$ cat src/rtl/fr_pe_driver.sv
// Initiator-side sequencer for the fuzzy-rule processing element: holds x/m/v
// operand arrays, streams them through the PE and collects the per-element results.
module fr_pe_driver #(
   parameter int N_IN    = 8,
   parameter int AW      = 4,
   parameter int LATENCY = 4
) (
   input  logic               clk,
   input  logic               rst,
   input  logic               wr_en,
   input  logic [1:0]         wr_sel,
   input  logic [AW-1:0]      wr_addr,
   input  logic signed [15:0] wr_data,
   input  logic               go,
   output logic               busy,
   output logic               pe_rst,
   output logic               pe_start,
   output logic signed [15:0] pe_x,
   output logic signed [15:0] pe_m,
   output logic signed [15:0] pe_v,
   input  logic signed [15:0] pe_odata,
   input  logic               pe_done,
   output logic               res_valid,
   output logic [AW-1:0]      res_idx,
   output logic signed [15:0] res_data,
   output logic signed [19:0] sum_out,
   output logic               done,
   output logic               err
);
   localparam int IW = $clog2(N_IN);
   localparam int CW = AW + 1;

   typedef enum logic [2:0] {S_IDLE, S_CLR, S_ISSUE, S_DRAIN, S_FIN} state_t;
   state_t state_reg, state_next;

   logic signed [15:0] x_mem [N_IN];
   logic signed [15:0] m_mem [N_IN];
   logic signed [15:0] v_mem [N_IN];

   logic signed [15:0] pe_x_reg, pe_m_reg, pe_v_reg;
   logic [AW-1:0]      iss_cnt_reg;
   logic [CW-1:0]      cap_cnt_reg;
   logic [LATENCY-1:0] vld_pipe_reg;
   logic [AW-1:0]      idx_pipe_reg [LATENCY];
   logic               res_valid_reg;
   logic [AW-1:0]      res_idx_reg;
   logic signed [15:0] res_data_reg;
   logic signed [19:0] sum_reg;
   logic               err_reg;

   logic               wr_ok;
   logic               capture;
   logic               rd_en;
   logic [AW-1:0]      rd_addr;

   assign wr_ok   = wr_en && (state_reg == S_IDLE) && (wr_sel != 2'd3)
                    && ({1'b0, wr_addr} < CW'(N_IN));
   assign capture = vld_pipe_reg[LATENCY-1];

   always_ff @(posedge clk or posedge rst) begin
      if (rst) begin
         for (int i = 0; i < N_IN; i++) begin
            x_mem[i] <= '0;
            m_mem[i] <= '0;
            v_mem[i] <= '0;
         end
      end else if (wr_ok) begin
         case (wr_sel)
            2'd0:    x_mem[wr_addr[IW-1:0]] <= wr_data;
            2'd1:    m_mem[wr_addr[IW-1:0]] <= wr_data;
            2'd2:    v_mem[wr_addr[IW-1:0]] <= wr_data;
            default: ;
         endcase
      end
   end

   // Operands are fetched one cycle ahead so element i sits on pe_* in ISSUE cycle i.
   always_comb begin
      rd_en   = 1'b0;
      rd_addr = '0;
      if (state_reg == S_CLR) begin
         rd_en = 1'b1;
      end else if (state_reg == S_ISSUE && iss_cnt_reg != AW'(N_IN - 1)) begin
         rd_en   = 1'b1;
         rd_addr = iss_cnt_reg + AW'(1);
      end
   end

   always_ff @(posedge clk or posedge rst) begin
      if (rst) begin
         pe_x_reg <= '0;
         pe_m_reg <= '0;
         pe_v_reg <= '0;
      end else if (rd_en) begin
         pe_x_reg <= x_mem[rd_addr[IW-1:0]];
         pe_m_reg <= m_mem[rd_addr[IW-1:0]];
         pe_v_reg <= v_mem[rd_addr[IW-1:0]];
      end
   end

   always_ff @(posedge clk or posedge rst) begin
      if (rst) state_reg <= S_IDLE;
      else     state_reg <= state_next;
   end

   always_comb begin
      state_next = state_reg;
      busy       = 1'b1;
      pe_rst     = 1'b0;
      pe_start   = 1'b0;
      done       = 1'b0;
      case (state_reg)
         S_IDLE: begin
            busy = 1'b0;
            if (go) state_next = S_CLR;
         end
         S_CLR: begin
            pe_rst     = 1'b1;
            state_next = S_ISSUE;
         end
         S_ISSUE: begin
            pe_start = 1'b1;
            if (iss_cnt_reg == AW'(N_IN - 1)) state_next = S_DRAIN;
         end
         S_DRAIN: begin
            // Leave on the edge that takes the last capture so done lines up with it.
            if (capture && cap_cnt_reg == CW'(N_IN - 1)) state_next = S_FIN;
         end
         S_FIN: begin
            done       = 1'b1;
            state_next = S_IDLE;
         end
         default: state_next = S_IDLE;
      endcase
   end

   always_ff @(posedge clk or posedge rst) begin
      if (rst) begin
         iss_cnt_reg   <= '0;
         cap_cnt_reg   <= '0;
         vld_pipe_reg  <= '0;
         for (int i = 0; i < LATENCY; i++) idx_pipe_reg[i] <= '0;
         res_valid_reg <= 1'b0;
         res_idx_reg   <= '0;
         res_data_reg  <= '0;
         sum_reg       <= '0;
         err_reg       <= 1'b0;
      end else if (state_reg == S_CLR) begin
         iss_cnt_reg   <= '0;
         cap_cnt_reg   <= '0;
         vld_pipe_reg  <= '0;
         res_valid_reg <= 1'b0;
         res_idx_reg   <= '0;
         res_data_reg  <= '0;
         sum_reg       <= '0;
         err_reg       <= 1'b0;
      end else begin
         vld_pipe_reg[0] <= pe_start;
         idx_pipe_reg[0] <= iss_cnt_reg;
         for (int i = 1; i < LATENCY; i++) begin
            vld_pipe_reg[i] <= vld_pipe_reg[i-1];
            idx_pipe_reg[i] <= idx_pipe_reg[i-1];
         end
         if (pe_start) iss_cnt_reg <= iss_cnt_reg + AW'(1);
         res_valid_reg <= capture;
         if (capture) begin
            res_idx_reg  <= idx_pipe_reg[LATENCY-1];
            res_data_reg <= pe_odata;
            sum_reg      <= sum_reg + {{4{pe_odata[15]}}, pe_odata};
            cap_cnt_reg  <= cap_cnt_reg + CW'(1);
            // The PE should already flag done when its first result is taken.
            if (cap_cnt_reg == '0 && !pe_done) err_reg <= 1'b1;
         end
      end
   end

   assign pe_x      = pe_x_reg;
   assign pe_m      = pe_m_reg;
   assign pe_v      = pe_v_reg;
   assign res_valid = res_valid_reg;
   assign res_idx   = res_idx_reg;
   assign res_data  = res_data_reg;
   assign sum_out   = sum_reg;
   assign err       = err_reg;

endmodule

$ cat config.mk
export PLATFORM = sky130hd
export DESIGN_NAME = fr_pe_driver
export DESIGN_NICKNAME = d
export VERILOG_FILES = /design/src/rtl/fr_pe_driver.sv
export SDC_FILE = /design/constraint.sdc
export NUM_CORES = 1
export LEC_CHECK = 0
export BUFFER_PORTS_ARGS = -buffer_cell sky130_fd_sc_hd__clkbuf_2
export CAP_MARGIN = 20
export CORE_MARGIN = 2
export CORE_UTILIZATION = 45
export CTS_CLUSTER_SIZE = 12
export DETAILED_ROUTE_END_ITERATION = 8
export PLACE_DENSITY_LB_ADDON = 0.12
export SETUP_SLACK_MARGIN = 0.4
export SLEW_MARGIN = 20
export SYNTH_ARGS = -nofsm -noshare
export SYNTH_HDL_FRONTEND = slang
export SYNTH_SLANG_ARGS = --single-unit
$ cat constraint.sdc
create_clock -name clk -period 20.8 [get_ports clk]
set_input_delay 4.16 -clock clk [delete_from_list [all_inputs] [get_ports clk]]
set_output_delay 4.16 -clock clk [all_outputs]
set_load 0.05 [all_outputs]
Word level (Yosys, flattened, before mapping)
Index checks and enable logic that the tools add are counted.

Bitwise gates (word level): 2. Reductions and logical operators: 19. $lt $le $gt $ge: 4. Mux-type cells: 41. $add $sub $neg: 3. Equality and inequality tests: 13.

Operator list (count): bitwise mux 128 bit (3); binary-select mux 16 bit (select 3 bit) (3); 2-to-1 mux 16 bit (9); demux 16 bit (select 3 bit) (1); 2-to-1 mux 20 bit (2); adder 20 bit (1); 2-to-1 mux 4 bit (5); 2-to-1 mux 3 bit (5); one-hot mux 3 bit (4 select lines) (1); 2-to-1 mux 1 bit (10); 2-to-1 mux 5 bit (2); >= comparator 4 bit (second input constant) (2); inverter 3 -> 4 bit (2); AND reduction 2 bit (4); logical AND 1 bit (7); == test 3 x 2 -> 1 bit (second input constant) (2); inequality test 2 bit (second input constant) (3); nonzero test 2 bit (3); adder 5 x 1 -> 5 bit (second input constant) (1); == test 5 x 3 -> 1 bit (second input constant) (1); zero test 5 bit (1); adder 4 x 1 -> 4 bit (second input constant) (1); == test 4 x 3 -> 1 bit (second input constant) (1); < comparator 4 x 1 -> 1 bit (second input constant) (1); 11 further kinds (11).

Output and inout port bits: 94. Input bits: 43. Register bits after elaboration: 506. Word-level logic and storage cells: 122.

Longest topological paths before layout
Word-level depth: 8. Mapped depth: 10. Depth with buffers taken out: 9.

Least setup slack after synthesis
OpenSTA, ideal clock, no wires.

Kind: in2reg. Start point: input port pe_odata[6]. End point: register sum_reg[15] (netlist: sum_out[15]). Arrival: 5854 ps. Cell stages on the path: 7. Path slack: 14806 ps. Cells stage by stage: ha_1 > a21o_1 > a21oi_1 > o221ai_1 > or2_2 > a2111oi_0 > a211oi_1.

Word-level cells in the longest chain between the ends: 3.

RTL lines: start, declared (RTL line 21) `input logic signed [15:0] pe_odata,`; adder 20 bit (RTL line 169) `sum_reg <= sum_reg + {{4{pe_odata[15]}}, pe_odata};`; 2-to-1 mux 20 bit (RTL line 166) `if (capture) begin`; 2-to-1 mux 20 bit (RTL line 148) `end else if (state_reg == S_CLR) begin`; end signal, assigned (RTL line 169); end, declared (RTL line 48) `logic signed [19:0] sum_reg;`.

No other way between the ends. The select of a mux whose other input is x is not followed. A chain may end at the register's enable or synchronous reset.

Final worst setup path
Start point: register state_reg[1]. End point: output port pe_start.

Word-level cells in the longest chain between the ends: 2.

RTL lines: start, declared (RTL line 34) `state_t state_reg, state_next;`; start signal, assigned (RTL line 103) `else state_reg <= state_next;`; == test 3 x 2 -> 1 bit (RTL line 112) `case (state_reg)`; 2-to-1 mux 1 bit (RTL line 112); end, declared (RTL line 17) `output logic pe_start,`.

No other way between the ends.

==> results.txt <==
The run finished with clean final reports. The reg-to-reg critical path endpoint is pe_x[0]. The remaining global-route overflow is 0. Setup repair after global routing left no endpoint under its margin. After detailed routing, the average wire length per cell comes to ~21 microns. CTS placed an instance of clkbuf_16 at the clock tree root. The cell count of the worst hold path is 1.

Once detailed placement completed, the half-perimeter wirelength came to between 30 and 40 mm. The main flop type after synthesis is dfrtp_1. The number of DRC violations after detailed routing is 0. STA classifies the critical path endpoint as an output port. In the final layout, the registers with the most flip-flops are m_mem x128, v_mem x128, x_mem x128. The launching element type of the critical path is a register. The dominant cell type by area after synthesis is dfrtp_1.

The number of gates resized after CTS came out at 0. After floorplanning, the core was sized to cover approximately 0.05 sq mm. The hold buffer count at cts came out at 0. The overall routing resource usage is 0.220. The via density per instance came out at around 5.7. In this run the remaining antenna-violating nets after routing total 0.

The clock net sink count came out at 506. The total via count in the routed design came out at roughly 15000. STA puts the critical path data required time at 16.64 ns.

The share of the yosys chip area belonging to registers came out at 0.544. The buffers inserted during post-CTS setup optimization is 0. The share of flip-flops with an asynchronous set or reset is 1.00. The count of unique library cells instantiated by Yosys came out at 63.

Headroom to the max-slew limit came out at 0.232. TritonCTS built the clock tree. The maximum number of pins on one net before global-route repair came out at 165.

The clock transition time at the flip-flop clock pins of the worst setup and hold paths came out at approximately 0.06 ns. Clock latency on the worst-skew pair, taken at its later pin, is roughly 0.6 ns. Yosys mapped a number of flops with a built-in enable equal to 0. The path depth of the worst reg2reg path came out at 9. After synthesis the cells add up to 0.0233 sq mm. The via count of the first global-routing pass was between 15000 and 20000. In the final layout, the share of cells above drive strength 1 is 0.328.

The cell leakage power is between 0.01 and 0.015 uW. The die area came out at about 0.054 sq mm. The wire length of the first global-routing pass came out at 91.9 mm. The worst IR drop on VDD came out at around 100 uV. Counting the fill cells in the layout gives about 4500. The number of nets in the synthesized netlist came out at between 1500 and 2000. In this run the worst setup path terminates at pe_start. The reg-to-reg setup timing slack is about 16 ns. Ranked by total cell area, the synthesized netlist is headed by dfrtp_1 (54%), mux2_2 (18%), mux2i_1 (5.3%).

The overall die height came out at roughly 230 microns. The final hold violation count is 0. The effective utilization at floorplan is 0.454. The highest clock frequency the design can meet is around 0.16 GHz. The net count of the finished layout is 2031. The number of standard-cell rows in the floorplan is 83.

The critical path's largest stage delay is roughly 0.53 ns. The maximum clock skew at final layout came out at approximately 0.011 ns. The signed area change from the synthesized netlist to the final layout came out at 12.8%. The die span in x came out at approximately 230 microns. In this run the critical register-to-register path is launched from iss_cnt_reg[0].

The slowest stage of the critical path belongs to the cell or3b_1. After synthesis, the most frequently instantiated cells are dfrtp_1 (506), mux2_2 (382), nand2_1 (312). The average size of a mapped cell came out at between 10 and 15 sq um. The number of max-cap violations is 0. The critical path starts at state_reg[1]. The number of slew-limit violations in the final report was 0. The number of detailed-route iterations in the first pass came out at 5. At the end of the flow the core is filled with cells to 0.513. The number of top-level design ports came out at 137. CTS built an H-tree with a depth of 2. The cell area power density is between 100 and 150 mW/mm^2. The worst hold path belongs to the class reg -> reg. The final clock period utilization by the worst path is 0.306. The total setup violations reported at the end of the flow came out at 0. The number of synthesis warnings came out at 0.

The data arrival time of the worst path is between 2 and 2.5 ns. Walking the worst path, the cells encountered are or3b_1, clkinv_1, clkbuf_2. The number of cells produced by synthesis is between 1500 and 2000. Of the post-synthesis cell area, the dominant cell type holds 0.544. dfrtp_1 is the most common cell in the netlist. The post-route minimum period is approximately 6.4 ns.

The initial antenna violation count is 6. The final weighted congestion in routability-driven placement is 0.773. The maximum count of clock buffers along a single path came out at 3. After the first detailed-routing iteration, the DRC count stood at around 1000.

The clock buffer count from CTS is 55. The post-route setup TNS came out at 0 ns. The critical path start-end classification is reg -> out.

Summed over all layers, the routed wires come to around 58 mm. The peak fanout along the critical path is 9. The port buffer count is around 140. The transition time at the pin with the least slew margin is about 1.1 ns. The total of flip-flops plus latches after synthesis is 506.
==> worst min-delay path by stage <==
stage	from	to	slack (ns)
final	vld_pipe_reg[1]	vld_pipe_reg[2]	0.45
after global routing	vld_pipe_reg[1]	vld_pipe_reg[2]	0.46
after CTS	vld_pipe_reg[1]	vld_pipe_reg[2]	0.45
after detailed placement	vld_pipe_reg[1]	vld_pipe_reg[2]	0.44
after global placement	vld_pipe_reg[1]	vld_pipe_reg[2]	0.43
after floorplan	vld_pipe_reg[0]	vld_pipe_reg[1]	0.43
==> logic make-up after synthesis <==
group	share of synthesized area
and+or+nand+nor	0.0882
DFF	0.544
buffers and inverters	0.0323
muxes	0.239
AOI/OAI and AO/OA	0.0807
adders and majority gates	0.0127
xor gates and xnor gates	0.00264
==> per-stage QoR <==
step	instance area (sq um)	worst slack [ns]	power, uW	hold WS (ns)	std cells
after floorplan	23300	2.51	2450	0.428	1905
after global placement	24300	13.88	2900	0.431	2588
after detailed placement	24300	13.81	2920	0.436	2588
after CTS	26200	14.40	3970	0.451	2687
after global routing	26200	14.34	4140	0.464	2687
final	26200	14.44	3920	0.448	2690
==> cell type report <==
cell class                 count  area, sq um  area share
sequential                   506        12700       0.482
multi-input combinational   1233         9910       0.377
clock buffer                  82         1660      0.0632
tap                          680          851      0.0324
timing repair buffer         152          817      0.0311
clock inverter                17          272      0.0103
inverter                      17         71.3     0.00272
antenna                        3         7.51    0.000286
==> cells in the final DEF, fill, tap and decap left out, drive strengths merged, types with 22 or more instances in the layout <==
| master | netlist | final |
|---|---|---|
| a32o | 96 | 96 |
| a21oi | 22 | 22 |
| mux2 | 385 | 385 |
| ha | 22 | 22 |
| o31ai | 49 | 49 |
| nand2 | 330 | 330 |
| nor2 | 55 | 55 |
| clkbuf | 92 | 218 |
| o21ai | 23 | 23 |
| dfrtp | 506 | 506 |
| mux2i | 123 | 123 |
==> layer usage <==
| layer | global-route usage | share of wire | wire, microns |
|---|---|---|---|
| met3 | 0.0324 | 0.044 | 2520 |
| met1 | 0.307 | 0.46 | 26600 |
| met5 | 0 | 0.00073 | 42 |
| met4 | 0.0603 | 0.019 | 1100 |
| met2 | 0.360 | 0.48 | 27600 |
==> critical path, delay by kind of cell, from the launching register on <==
kind	cells	cell delay (ns)
simple gates	1	0.53
buf+inv	2	0.59
flops	1	0.48
==> where the power goes <==
| part | switching (uW) | leakage (uW) | internal, uW |
|---|---|---|---|
| Combinational | 1110 | 0.00518 | 536 |
| Sequential | 95.5 | 0.00684 | 1140 |
| Clock | 401 | 0.000958 | 634 |
| Total | 1610 | 0.0130 | 2310 |
Power figures use the tool's default switching activity.
